`src/rtl/cpu_control_unit_pkg.sv`:
```
`default_nettype none
// ============================================================================
// Module  : cpu_ctrl_pkg
// Purpose : Shared definitions for the CPU control unit. This package holds
//           the control_bus field positions, the bus and address ID values,
//           the opcodes, the sequencer states and the one-hot T-state
//           encoding.
// Ports   : none (package)
// Rev     : 1.0  initial release
// ============================================================================
package cpu_ctrl_pkg;

  // control_bus field layout
  localparam int CB_AMID_EN_BIT = 0;
  localparam int CB_SID_EN_BIT  = 1;
  localparam int CB_MID_EN_BIT  = 2;
  localparam int CB_PC_INR_BIT  = 3;
  localparam int CB_AMID_LSB    = 4;
  localparam int CB_AMID_W      = 2;
  localparam int CB_SID_LSB     = 6;
  localparam int CB_MID_LSB     = 11;
  localparam int CB_ID_W        = 5;
  localparam int CB_ALU_LSB     = 16;
  localparam int CB_ALU_W       = 5;

  // Bus IDs (used for both MID and SID)
  localparam logic [4:0] ID_IR0 = 5'd0;
  localparam logic [4:0] ID_IR1 = 5'd1;
  localparam logic [4:0] ID_A   = 5'd2;
  localparam logic [4:0] ID_B   = 5'd3;
  localparam logic [4:0] ID_MEM = 5'd4;
  localparam logic [4:0] ID_R0  = 5'd5;
  localparam logic [4:0] ID_R1  = 5'd6;
  localparam logic [4:0] ID_PC0 = 5'd9;
  localparam logic [4:0] ID_PC1 = 5'd10;
  localparam logic [4:0] ID_ALU = 5'd18;

  // Address-source IDs
  localparam logic [1:0] AMID_PC   = 2'd0;
  localparam logic [1:0] AMID_R1R0 = 2'd3;

  // Opcodes held in IR0[7:5]
  localparam logic [2:0] OP_NOP = 3'd0;
  localparam logic [2:0] OP_MOV = 3'd1;
  localparam logic [2:0] OP_ALU = 3'd2;
  localparam logic [2:0] OP_LDI = 3'd3;
  localparam logic [2:0] OP_LD  = 3'd4;
  localparam logic [2:0] OP_ST  = 3'd5;
  localparam logic [2:0] OP_JCC = 3'd6;
  localparam logic [2:0] OP_HLT = 3'd7;

  typedef enum logic [2:0] {
    ST_FETCH0 = 3'd0,
    ST_FETCH1 = 3'd1,
    ST_EXEC0  = 3'd2,
    ST_EXEC1  = 3'd3,
    ST_PAUSED = 3'd4,
    ST_HALTED = 3'd5
  } state_e;

  // The idle states (PAUSED and HALTED) show no T-state.
  function automatic logic [3:0] t_onehot(input state_e s);
    case (s)
      ST_FETCH0: t_onehot = 4'b0001;
      ST_FETCH1: t_onehot = 4'b0010;
      ST_EXEC0:  t_onehot = 4'b0100;
      ST_EXEC1:  t_onehot = 4'b1000;
      default:   t_onehot = 4'b0000;
    endcase
  endfunction

endpackage
`default_nettype wire

```
`src/rtl/cpu_control_unit_if.sv`:
```
`default_nettype none
// ============================================================================
// Module  : cpu_control_unit_if
// Purpose : Connects the control unit to the datapath.
// Signals : hlt, instr_data[15:0] ({IR1,IR0}) and status[3:0] go into the
//           control unit. control_bus[CB_WIDTH-1:0], T[3:0] and halted come
//           out of it.
// Modports: master = control unit (drives control_bus, T and halted)
//           slave  = datapath side
// Rev     : 1.0  initial release
// ============================================================================
interface cpu_control_unit_if #(
  parameter int CB_WIDTH = 33
);
  logic                hlt;
  logic [15:0]         instr_data;
  logic [3:0]          status;
  logic [CB_WIDTH-1:0] control_bus;
  logic [3:0]          T;
  logic                halted;

  modport master (input hlt, input instr_data, input status,
                  output control_bus, output T, output halted);
  modport slave  (output hlt, output instr_data, output status,
                  input control_bus, input T, input halted);
endinterface
`default_nettype wire

```
`src/rtl/cpu_control_unit_ctrl_word_pack.sv`:
```
`default_nettype none
// ============================================================================
// Module  : ctrl_word_pack
// Purpose : Combinational packer. It places the enables, AMID, SID, MID and
//           ALU opcode fields into the control word. Bits above the ALU
//           field are driven to 0.
// Ports   : amid_en_i, sid_en_i, mid_en_i, pc_inr_i  - single-bit enables
//           amid_i[1:0], sid_i[4:0], mid_i[4:0], alu_op_i[4:0] - fields
//           word_o[CB_WIDTH-1:0] - packed control word
// Rev     : 1.0  initial release
// ============================================================================
module ctrl_word_pack
  import cpu_ctrl_pkg::*;
#(
  parameter int CB_WIDTH = 33
) (
  input  logic                amid_en_i,
  input  logic                sid_en_i,
  input  logic                mid_en_i,
  input  logic                pc_inr_i,
  input  logic [1:0]          amid_i,
  input  logic [4:0]          sid_i,
  input  logic [4:0]          mid_i,
  input  logic [4:0]          alu_op_i,
  output logic [CB_WIDTH-1:0] word_o
);

  always_comb begin
    word_o                                = '0;
    word_o[CB_AMID_EN_BIT]                = amid_en_i;
    word_o[CB_SID_EN_BIT]                 = sid_en_i;
    word_o[CB_MID_EN_BIT]                 = mid_en_i;
    word_o[CB_PC_INR_BIT]                 = pc_inr_i;
    word_o[CB_AMID_LSB +: CB_AMID_W]      = amid_i;
    word_o[CB_SID_LSB  +: CB_ID_W]        = sid_i;
    word_o[CB_MID_LSB  +: CB_ID_W]        = mid_i;
    word_o[CB_ALU_LSB  +: CB_ALU_W]       = alu_op_i;
  end

endmodule
`default_nettype wire

```
`src/rtl/cpu_control_unit.sv`:
```
`default_nettype none
// ============================================================================
// Module  : cpu_control_unit
// Purpose : Micro-sequencer. It fetches a 2-byte instruction, decodes it and
//           issues one control word per T-state (T0..T3).
// Ports   : clk   - system clock
//           reset - synchronous active-high reset
//           bus   - cpu_control_unit_if.master (hlt, instr_data, status in;
//                   control_bus, T, halted out)
// Rev     : 1.0  initial release
// ============================================================================
module cpu_control_unit
  import cpu_ctrl_pkg::*;
#(
  parameter int CB_WIDTH       = 33,
  parameter bit FETCH_PAUSE_EN = 1'b1
) (
  input  logic               clk,
  input  logic               reset,
  cpu_control_unit_if.master bus
);

  state_e     state_q, state_d;
  logic [3:0] t_q;
  logic       halted_q;

  logic [2:0] op;
  logic [4:0] f0, f1;
  logic [3:0] cond_mask;
  logic       jcc_taken;
  logic       pause_req;
  logic       unused_ir1_hi;

  logic       amid_en, sid_en, mid_en, pc_inr;
  logic [1:0] amid;
  logic [4:0] sid, mid, alu_op;

  assign op            = bus.instr_data[7:5];
  assign f0            = bus.instr_data[4:0];
  assign f1            = bus.instr_data[12:8];
  assign cond_mask     = bus.instr_data[11:8];
  assign unused_ir1_hi = ^bus.instr_data[15:13];

  // An empty condition mask makes the jump unconditional.
  assign jcc_taken = (cond_mask == 4'd0) || ((bus.status & cond_mask) != 4'd0);
  assign pause_req = FETCH_PAUSE_EN && bus.hlt;

  // Field decode. Reset forces every field to 0, so the bus is quiet
  // while reset is held.
  always_comb begin
    amid_en = 1'b0;
    sid_en  = 1'b0;
    mid_en  = 1'b0;
    pc_inr  = 1'b0;
    amid    = AMID_PC;
    sid     = 5'd0;
    mid     = 5'd0;
    alu_op  = 5'd0;
    if (!reset) begin
      case (state_q)
        ST_FETCH0, ST_FETCH1: begin
          amid_en = 1'b1;
          sid_en  = 1'b1;
          mid_en  = 1'b1;
          pc_inr  = 1'b1;
          amid    = AMID_PC;
          mid     = ID_MEM;
          sid     = (state_q == ST_FETCH0) ? ID_IR0 : ID_IR1;
        end
        ST_EXEC0: begin
          case (op)
            OP_MOV: begin
              mid_en = 1'b1; sid_en = 1'b1; mid = f0; sid = f1;
            end
            OP_ALU: begin
              mid_en = 1'b1; sid_en = 1'b1; alu_op = f0; mid = ID_ALU; sid = f1;
            end
            OP_LDI: begin
              mid_en = 1'b1; sid_en = 1'b1; mid = ID_IR1; sid = f0;
            end
            OP_LD: begin
              amid_en = 1'b1; mid_en = 1'b1; sid_en = 1'b1;
              amid = AMID_R1R0; mid = ID_MEM; sid = f0;
            end
            OP_ST: begin
              amid_en = 1'b1; mid_en = 1'b1; sid_en = 1'b1;
              amid = AMID_R1R0; mid = f0; sid = ID_MEM;
            end
            OP_JCC: begin
              if (jcc_taken) begin
                mid_en = 1'b1; sid_en = 1'b1; mid = ID_R0; sid = ID_PC0;
              end
            end
            default: ; // NOP and HLT drive nothing
          endcase
        end
        // EXEC1 is reached only by a taken JCC.
        ST_EXEC1: begin
          mid_en = 1'b1; sid_en = 1'b1; mid = ID_R1; sid = ID_PC1;
        end
        default: ;
      endcase
    end
  end

  // Next state. hlt is examined only at the instruction boundary, so an
  // instruction that has started always runs to completion.
  always_comb begin
    state_d = state_q;
    case (state_q)
      ST_FETCH0: state_d = ST_FETCH1;
      ST_FETCH1: state_d = ST_EXEC0;
      ST_EXEC0: begin
        if (op == OP_HLT)                    state_d = ST_HALTED;
        else if (op == OP_JCC && jcc_taken)  state_d = ST_EXEC1;
        else if (pause_req)                  state_d = ST_PAUSED;
        else                                 state_d = ST_FETCH0;
      end
      ST_EXEC1:  state_d = pause_req ? ST_PAUSED : ST_FETCH0;
      ST_PAUSED: state_d = pause_req ? ST_PAUSED : ST_FETCH0;
      ST_HALTED: state_d = ST_HALTED;
      default:   state_d = ST_FETCH0;
    endcase
  end

  // T and halted are registered together with the state, from the
  // next-state value.
  always_ff @(posedge clk) begin
    if (reset) begin
      state_q  <= ST_FETCH0;
      t_q      <= t_onehot(ST_FETCH0);
      halted_q <= 1'b0;
    end else begin
      state_q  <= state_d;
      t_q      <= t_onehot(state_d);
      halted_q <= (state_d == ST_HALTED);
    end
  end

  assign bus.T      = reset ? 4'd0 : t_q;
  assign bus.halted = reset ? 1'b0 : halted_q;

  ctrl_word_pack #(.CB_WIDTH(CB_WIDTH)) u_pack (
    .amid_en_i (amid_en),
    .sid_en_i  (sid_en),
    .mid_en_i  (mid_en),
    .pc_inr_i  (pc_inr),
    .amid_i    (amid),
    .sid_i     (sid),
    .mid_i     (mid),
    .alu_op_i  (alu_op),
    .word_o    (bus.control_bus)
  );

endmodule
`default_nettype wire

```
`src/flat_wrapper.sv`:
```
// flat-port wrapper written by rule: the top's interface ports become plain ports
module cpu_control_unit_flat import cpu_ctrl_pkg::*;
#(
  parameter int CB_WIDTH       = 33,
  parameter bit FETCH_PAUSE_EN = 1'b1
)
  (clk, reset, bus_hlt, bus_instr_data, bus_status, bus_control_bus, bus_T, bus_halted);
  cpu_control_unit_if #(.CB_WIDTH(CB_WIDTH)) bus_i ();
  input  logic clk;
  input  logic reset;
  input wire logic [$bits(bus_i.hlt)-1:0] bus_hlt;
  input wire logic [$bits(bus_i.instr_data)-1:0] bus_instr_data;
  input wire logic [$bits(bus_i.status)-1:0] bus_status;
  output wire logic [$bits(bus_i.control_bus)-1:0] bus_control_bus;
  output wire logic [$bits(bus_i.T)-1:0] bus_T;
  output wire logic [$bits(bus_i.halted)-1:0] bus_halted;
  assign bus_i.hlt = bus_hlt;
  assign bus_i.instr_data = bus_instr_data;
  assign bus_i.status = bus_status;
  assign bus_control_bus = bus_i.control_bus;
  assign bus_T = bus_i.T;
  assign bus_halted = bus_i.halted;
  cpu_control_unit #(.CB_WIDTH(CB_WIDTH), .FETCH_PAUSE_EN(FETCH_PAUSE_EN)) u_core (.clk(clk), .reset(reset), .bus(bus_i));
endmodule
```
`config.mk`:
```
export PLATFORM = sky130hd
export DESIGN_NAME = cpu_control_unit_flat
export DESIGN_NICKNAME = d
export VERILOG_FILES = /design/src/rtl/cpu_control_unit_pkg.sv /design/src/rtl/cpu_control_unit_if.sv /design/src/rtl/cpu_control_unit_ctrl_word_pack.sv /design/src/rtl/cpu_control_unit.sv /design/src/flat_wrapper.sv
export SDC_FILE = /design/constraint.sdc
export NUM_CORES = 1
export LEC_CHECK = 0
export BUFFER_PORTS_ARGS = -buffer_cell sky130_fd_sc_hd__buf_4
export CAP_MARGIN = 10
export CELL_PAD_IN_SITES_DETAIL_PLACEMENT = 1
export CELL_PAD_IN_SITES_GLOBAL_PLACEMENT = 2
export CORE_MARGIN = 2
export CORE_UTILIZATION = 23
export DETAILED_ROUTE_END_ITERATION = 16
export PLACE_DENSITY = 0.82
export SYNTH_ARGS = -nofsm -noshare
export SYNTH_HDL_FRONTEND = slang
export SYNTH_SLANG_ARGS = --single-unit
```
`constraint.sdc`:
```
create_clock -name clk -period 4.8 [get_ports clk]
set_clock_uncertainty 0.2 [all_clocks]
set_input_delay 0.72 -clock clk [delete_from_list [all_inputs] [get_ports clk]]
set_output_delay 0.72 -clock clk [all_outputs]
set_load 0.005 [all_outputs]
```
==> results of run 1 <==
==> critical path, delay by kind of cell <==
kind / cells / cell delay, ns
AO/OA/AOI/OAI: 3 / 0.71
buffers and inverters: 2 / 0.29
AND/OR/NAND/NOR: 1 / 0.55
==> layout make-up <==
cell class / instances / area, um^2
Clock buffer: 3 / 41.29
Fill cell: 558 / 2994
Inverter: 4 / 15.01
Multi-Input combinational cell: 114 / 710.7
Sequential cell: 8 / 160.2
Tap cell: 52 / 65.06
Timing Repair Buffer: 45 / 337.8
==> metrics by stage <==
stage / total power [mW] / util
2_1_floorplan: 0.1648 / -
3_3_place_gp: 0.1961 / 0.2980
3_5_place_dp: 0.1971 / 0.2980
4_1_cts: 0.2798 / 0.3076
5_1_grt: 0.2970 / 0.3076
6_report: 0.2748 / 0.3076
==> layout by cell type (no fill, tap or decap), types with 3 or more instances in the layout <==
| cell type | synthesis | final |
|---|---|---|
| clkbuf_8 | 0 | 3 |
| o21ai_0 | 6 | 6 |
| buf_4 | 19 | 45 |
| a22oi_1 | 3 | 3 |
| nand2b_1 | 4 | 4 |
| dfxtp_1 | 8 | 8 |
| a21oi_1 | 11 | 11 |
| nand2_1 | 9 | 9 |
| inv_1 | 4 | 4 |
| nor2b_1 | 8 | 8 |
| nor2_1 | 13 | 13 |
| conb_1 | 1 | 12 |
| mux2i_1 | 4 | 4 |
| and2_1 | 6 | 6 |
==> where the power goes <==
part	switching (mW)	internal [mW]	total [mW]
Combinational	0.0537	0.0529	0.107
Sequential	0.0126	0.0753	0.0879
Clock	0.0260	0.0543	0.0803
==> sequential cells by signal, summed over array words and instances (netlist names) <==
name / count
u_core.state_q: 3
u_core.halted_q: 1
u_core.t_q: 4
==> final timing paths <==
path / startpoint / to / cells after the start
setup / recovery: bus_instr_data[8] / bus_control_bus[1] / 6
hold / removal: u_core.state_q[0] / u_core.t_q[2] / 2
setup reg to reg: u_core.state_q[1] / u_core.halted_q / 4
hold reg to reg: u_core.state_q[0] / u_core.t_q[2] / 2
==> cells by family after synthesis <==
family | count (synthesis) | share of synthesized area
compound gates | 38 | 0.2663
xor+xnor | 1 | 0.008591
buf+inv | 29 | 0.1865
flops | 8 | 0.1571
mux | 4 | 0.03927
other cells | 1 | 0.003677
simple gates | 59 | 0.3387
==> routing by layer <==
| metal | part of all wire | wire [um] |
|---|---|---|
| met5 | 0 | 0 |
| met4 | 0 | 0 |
| met3 | 0.045 | 132 |
| met2 | 0.50 | 1474 |
| met1 | 0.45 | 1327 |
==> reports/qor.txt, run 1 <==
Outcome -> completed
Peak Freq -> 0.3134 GHz
#FFs+latches synth -> 8
Final instance area -> 1330 um^2
WL final -> 2933 um
Hold Buf Count CTS -> 0
Share of cells above drive strength 1 -> 0.3218
Netlist Area Pre-Place -> 1020 um^2
Io pins -> 61
Vias in the first global route -> 969
GR Layer Usage met3 -> 0.01994
# rows -> 24
Power density over cell area -> 206.6 nW/um^2
Critical-path top delay cell -> or4_4
Part of the cycle the worst path needs -> 0.6648
Clock buffer depth -> 2
Leakage -> 0.6354 nW
# H-tree levels -> 1
Area share of the largest cell type after synthesis -> 0.1571
Avg Cell Area, Syn -> 7.284 um^2
DRC viols -> 0
Worst VDD drop -> 61.18 uV
CTS tree -> done
Post-cts sizing count -> 0
Drt pass-1 iters -> 4
Crit path DAT -> 2.27 ns
Yosys warns -> 0
Grt met2 use -> 0.1939
Wire length per cell -> 12.98 um
Post-synth EDFFs -> 0
Sequential fraction of the synthesis area -> 0.1571
Initial antenna violation count -> 0
Largest net degree at the start of global routing -> 20
Initial drt markers -> 62
Final setup fails -> 0
Area Growth Syn to Fin -> 30.43%
Core Box Area -> 4324 um^2
Req. time, crit path -> 3.88 ns
Vias -> 1054
Nets@finish -> 199
Overflow after GRT -> 0
Cell taking the most area after synthesis -> dfxtp_1
GRT Overall Usage -> 0.1131
Clock Latency Late Sink -> 0.23 ns
Setup tns final -> 0 ns
Most used cell, CP -> buf_4
Ys async rst share -> 0
Inst Count DP -> 223
Reg2Reg Setup Slack -> 3.03 ns
Via/cell ratio -> 4.664
Final min period -> 3.191 ns
First-pass GRT wire length -> 4616 um
Critical Path Fanout Max -> 8
Final hold vios -> 0
Total CTS buffers -> 3
Max-slew violations -> 0
CP cell instances -> buf_4, or4_4, a31oi_4, o21ai_1, a21oi_1, buf_4
RSZ-0062 raised after global routing -> false
Most frequent cell after synthesis -> buf_4
Dominant synthesized flop cell -> dfxtp_1
Place WS -> 1.618 ns
Hold slack final -> 0.4773 ns
Worst setup EP type -> output pin
Starting Density -> 0.2358
IO buf count -> 45
Library cells used by synthesis -> 47
CTS Sinks -> 8
Global Route met1 Usage -> 0.1517
Routability cong. -> 0.7947
Setup bufs post-CTS -> 0
Final Non-Filler Cells -> 226
Max-Cap Viols -> 0
CTS clk-pin slew, worst paths -> 0.04 ns
Crit start category -> input pin
Synth top area cells -> dfxtp_1 16%, buf_4 14%, a21oi_1 5.4%
N_diodes -> 0
Cells after synthesis -> 140
DP HPWL -> 2309 um
Post-synth top cells -> 19 x buf_4, 13 x nor2_1, 11 x a21oi_1
Die area -> 4982 um^2
Max stage delay on crit path -> 0.55 ns
Hold Path Class -> reg -> reg
Dpl cell area -> 1289 um^2
DRT antenna net count -> 0
Setup WS post-layout -> 1.609 ns
Grt peak-use layer -> met2
Root Driver -> clkbuf_8
Die span in y -> 70.59 um
Chip Width -> 70.59 um
Kind of critical path -> in -> out
No activity file was read; power rests on OpenSTA's default activity.
==> run 2: changes to the inputs <==
--- a/config.mk
+++ b/config.mk
@@ -5,14 +5,15 @@
 export SDC_FILE = /design/constraint.sdc
 export NUM_CORES = 1
 export LEC_CHECK = 0
+export ABC_AREA = 1
 export BUFFER_PORTS_ARGS = -buffer_cell sky130_fd_sc_hd__buf_4
 export CAP_MARGIN = 10
 export CELL_PAD_IN_SITES_DETAIL_PLACEMENT = 1
 export CELL_PAD_IN_SITES_GLOBAL_PLACEMENT = 2
 export CORE_MARGIN = 2
-export CORE_UTILIZATION = 23
+export CORE_UTILIZATION = 19
 export DETAILED_ROUTE_END_ITERATION = 16
-export PLACE_DENSITY = 0.82
+export PLACE_DENSITY = 0.78
 export SYNTH_ARGS = -nofsm -noshare
 export SYNTH_HDL_FRONTEND = slang
 export SYNTH_SLANG_ARGS = --single-unit
==> constraint.sdc (replaced) <==
create_clock -name clk -period 3.3 [get_ports clk]
set_clock_uncertainty 0.2 [all_clocks]
set_input_delay 0.495 -clock clk [delete_from_list [all_inputs] [get_ports clk]]
set_output_delay 0.495 -clock clk [all_outputs]
set_load 0.005 [all_outputs]
==> run 2 against run 1 <==
  * Combinational power increased by 50%
  * Power increased by 43%
  * Critical path depth increased by 1
  * Final cell count increased by 23%
  * Sequential cell count unchanged
  * Setup slack got worse by 0.59 ns
  * Synthesized area decreased by 7.4%
  * Count of clock-buffer cells in the layout unchanged
  * Worst hold slack got worse by 0.11 ns
  * First-iteration DRC count decreased by 58%
  * Register-to-register slack got worse by 1.2 ns
  * Die area increased by 11%
  * Largest power group unchanged
==> reports/qor.txt, run 2 <==
DRC viols -> 0
Largest net degree at the start of global routing -> 18
N_diodes -> 0
Clock Latency Late Sink -> 0.22 ns
#FFs+latches synth -> 8
Root Driver -> clkbuf_8
Share of cells above drive strength 1 -> 0.3048
Worst VDD drop -> 153.0 uV
Drt pass-1 iters -> 4
GRT Overall Usage -> 0.1029
Overflow after GRT -> 0
Max stage delay on crit path -> 0.42 ns
DP HPWL -> 2477 um
# rows -> 25
Peak Freq -> 0.4383 GHz
IO buf count -> 45
Cell taking the most area after synthesis -> dfxtp_1
Clock network fraction of total power -> 0.286
Final Non-Filler Cells -> 277
Crit path DAT -> 1.59 ns
Via/cell ratio -> 3.848
RSZ-0062 raised after global routing -> false
Initial drt markers -> 26
Max-slew violations -> 0
Vias -> 1066
Switching Fraction -> 0.3442
Post-synth top cells -> 39 x nand2_1, 26 x inv_1, 25 x nor2_1
Starting Density -> 0.1987
Register Area -> 160.2 um^2
Chip Width -> 74.51 um
Req. time, crit path -> 2.60 ns
Die area -> 5552 um^2
Sequential fraction of the synthesis area -> 0.1695
Die span in y -> 74.51 um
Hold Buf Count CTS -> 0
Io pins -> 61
CTS clk-pin slew, worst paths -> 0.04 ns
Hold Path Class -> in -> reg
Initial antenna violation count -> 0
Worst setup EP type -> output pin
CTS Sinks -> 8
Final hold vios -> 0
Final setup fails -> 0
Filler Cell Count -> 655
Multi-input gate area -> 571.8 um^2
Dominant synthesized flop cell -> dfxtp_1
Part of the power in combinational logic -> 0.408
Post-synth EDFFs -> 0
Synth top area cells -> dfxtp_1 17%, nand2_1 15%, buf_4 14%
Most frequent cell after synthesis -> nand2_1
Clock buffer depth -> 2
Total CTS buffers -> 3
Setup tns final -> 0 ns
Avg Cell Area, Syn -> 5.557 um^2
CP cell instances -> nand2_2, nor2_8, inv_2, nor2_2, nand2_1, nor2_1, buf_4
Library cells used by synthesis -> 23
Final min period -> 2.282 ns
Routability cong. -> 0.8084
Max FFs per register -> 4
Top flop regs -> u_core.t_q (4), u_core.state_q (3), u_core.halted_q (1)
Area Growth Syn to Fin -> 39.07%
Post-cts sizing count -> 0
Area share of the largest cell type after synthesis -> 0.1695
Nets@finish -> 235
Psw -> 0.1350 mW
Cells after synthesis -> 170
First-pass GRT wire length -> 4512 um
Most common cell after layout, fill and taps aside -> buf_4
Biggest register -> u_core.t_q
Critical Path Fanout Max -> 10
Outcome -> completed
Inst Count DP -> 274
Commonest non-fill, non-tap cells in the layout -> 45 x buf_4, 39 x nand2_1, 26 x inv_1, 25 x nor2_1
Place WS -> 1.040 ns
Core Box Area -> 4755 um^2
DRT antenna net count -> 0
Wire length per cell -> 10.12 um
Vias in the first global route -> 983
Part of the cycle the worst path needs -> 0.6914
# H-tree levels -> 1
CTS tree -> done
Setup bufs post-CTS -> 0
WL final -> 2803 um
Netlist Area Pre-Place -> 944.7 um^2
P_int -> 0.2573 mW
Leakage -> 0.7394 nW
Crit start category -> flip-flop
Max-Cap Viols -> 0
Setup WS post-layout -> 1.018 ns
Kind of critical path -> reg -> out
Yosys warns -> 0
Reg power frac -> 0.305
Ys async rst share -> 0
Power density over cell area -> 298.7 nW/um^2
Critical-path top delay cell -> dfxtp_1
Post-layout util -> 0.2763
==> run 2: stage by stage <==
step / hold slack [ns] / power [mW] / instance area [um^2]
after global placement: 0.4564 / 0.2841 / 1272
after global routing: 0.3865 / 0.4272 / 1314
after CTS: 0.3745 / 0.3996 / 1314
after detailed placement: 0.4588 / 0.2852 / 1272
final: 0.3679 / 0.3924 / 1314
after floorplan: 0.3685 / 0.2340 / 985.9
==> run 2: cells by family (layout without fill, tap and decap cells) <==
kind of cell	count (synthesis)	in the layout	synth area share
AND/OR/NAND/NOR	91	91	0.4397
flip-flops	8	8	0.1695
AO/OA/AOI/OAI	20	20	0.1179
other	1	12	0.003970
buffers and inverters	50	79	0.2689
==> run 2: worst paths after layout <==
check                         start                  end  slack [ns]  depth (start not counted)
setup reg to reg  u_core.state_q[0]    u_core.state_q[0]        1.86                          9
setup / recovery  u_core.state_q[1]  bus_control_bus[19]        1.02                          7
hold / removal                reset    u_core.state_q[2]        0.37                          2
hold reg to reg   u_core.state_q[0]      u_core.halted_q        0.45                          2
==> run 2: power by group through the flow <==
stage                     Combinational [mW]  Clock, mW  Sequential, mW
after global placement                 0.162          0           0.122
final                                  0.160      0.112           0.120
after floorplan                        0.114          0           0.120
after global routing                   0.184      0.121           0.122
after detailed placement               0.164          0           0.122
after CTS                              0.164      0.115           0.120
==> run 2: layout make-up <==
cell class,instances,share of cell area
clock buffers,3,0.03143
flip-flops and latches,8,0.1219
multi-input cells,123,0.4352
inverters,31,0.09048
well taps,67,0.06381
repair buffers,45,0.2571
==> run 2: critical path: cells and delay by family (launching register included) <==
family | cells | cell delay, ns
and+or+nand+nor | 5 | 0.74
DFF | 1 | 0.42
buffers and inverters | 2 | 0.20
==> run 2: routing by layer <==
layer / global-route usage / wire length [um] / vias up
met3: 0.02981 / 191 / 0
li1: - / - / 575
met2: 0.1642 / 1248 / 31
met5: 0 / 0 / -
met4: 0.005952 / 0 / 0
met1: 0.1450 / 1363 / 460
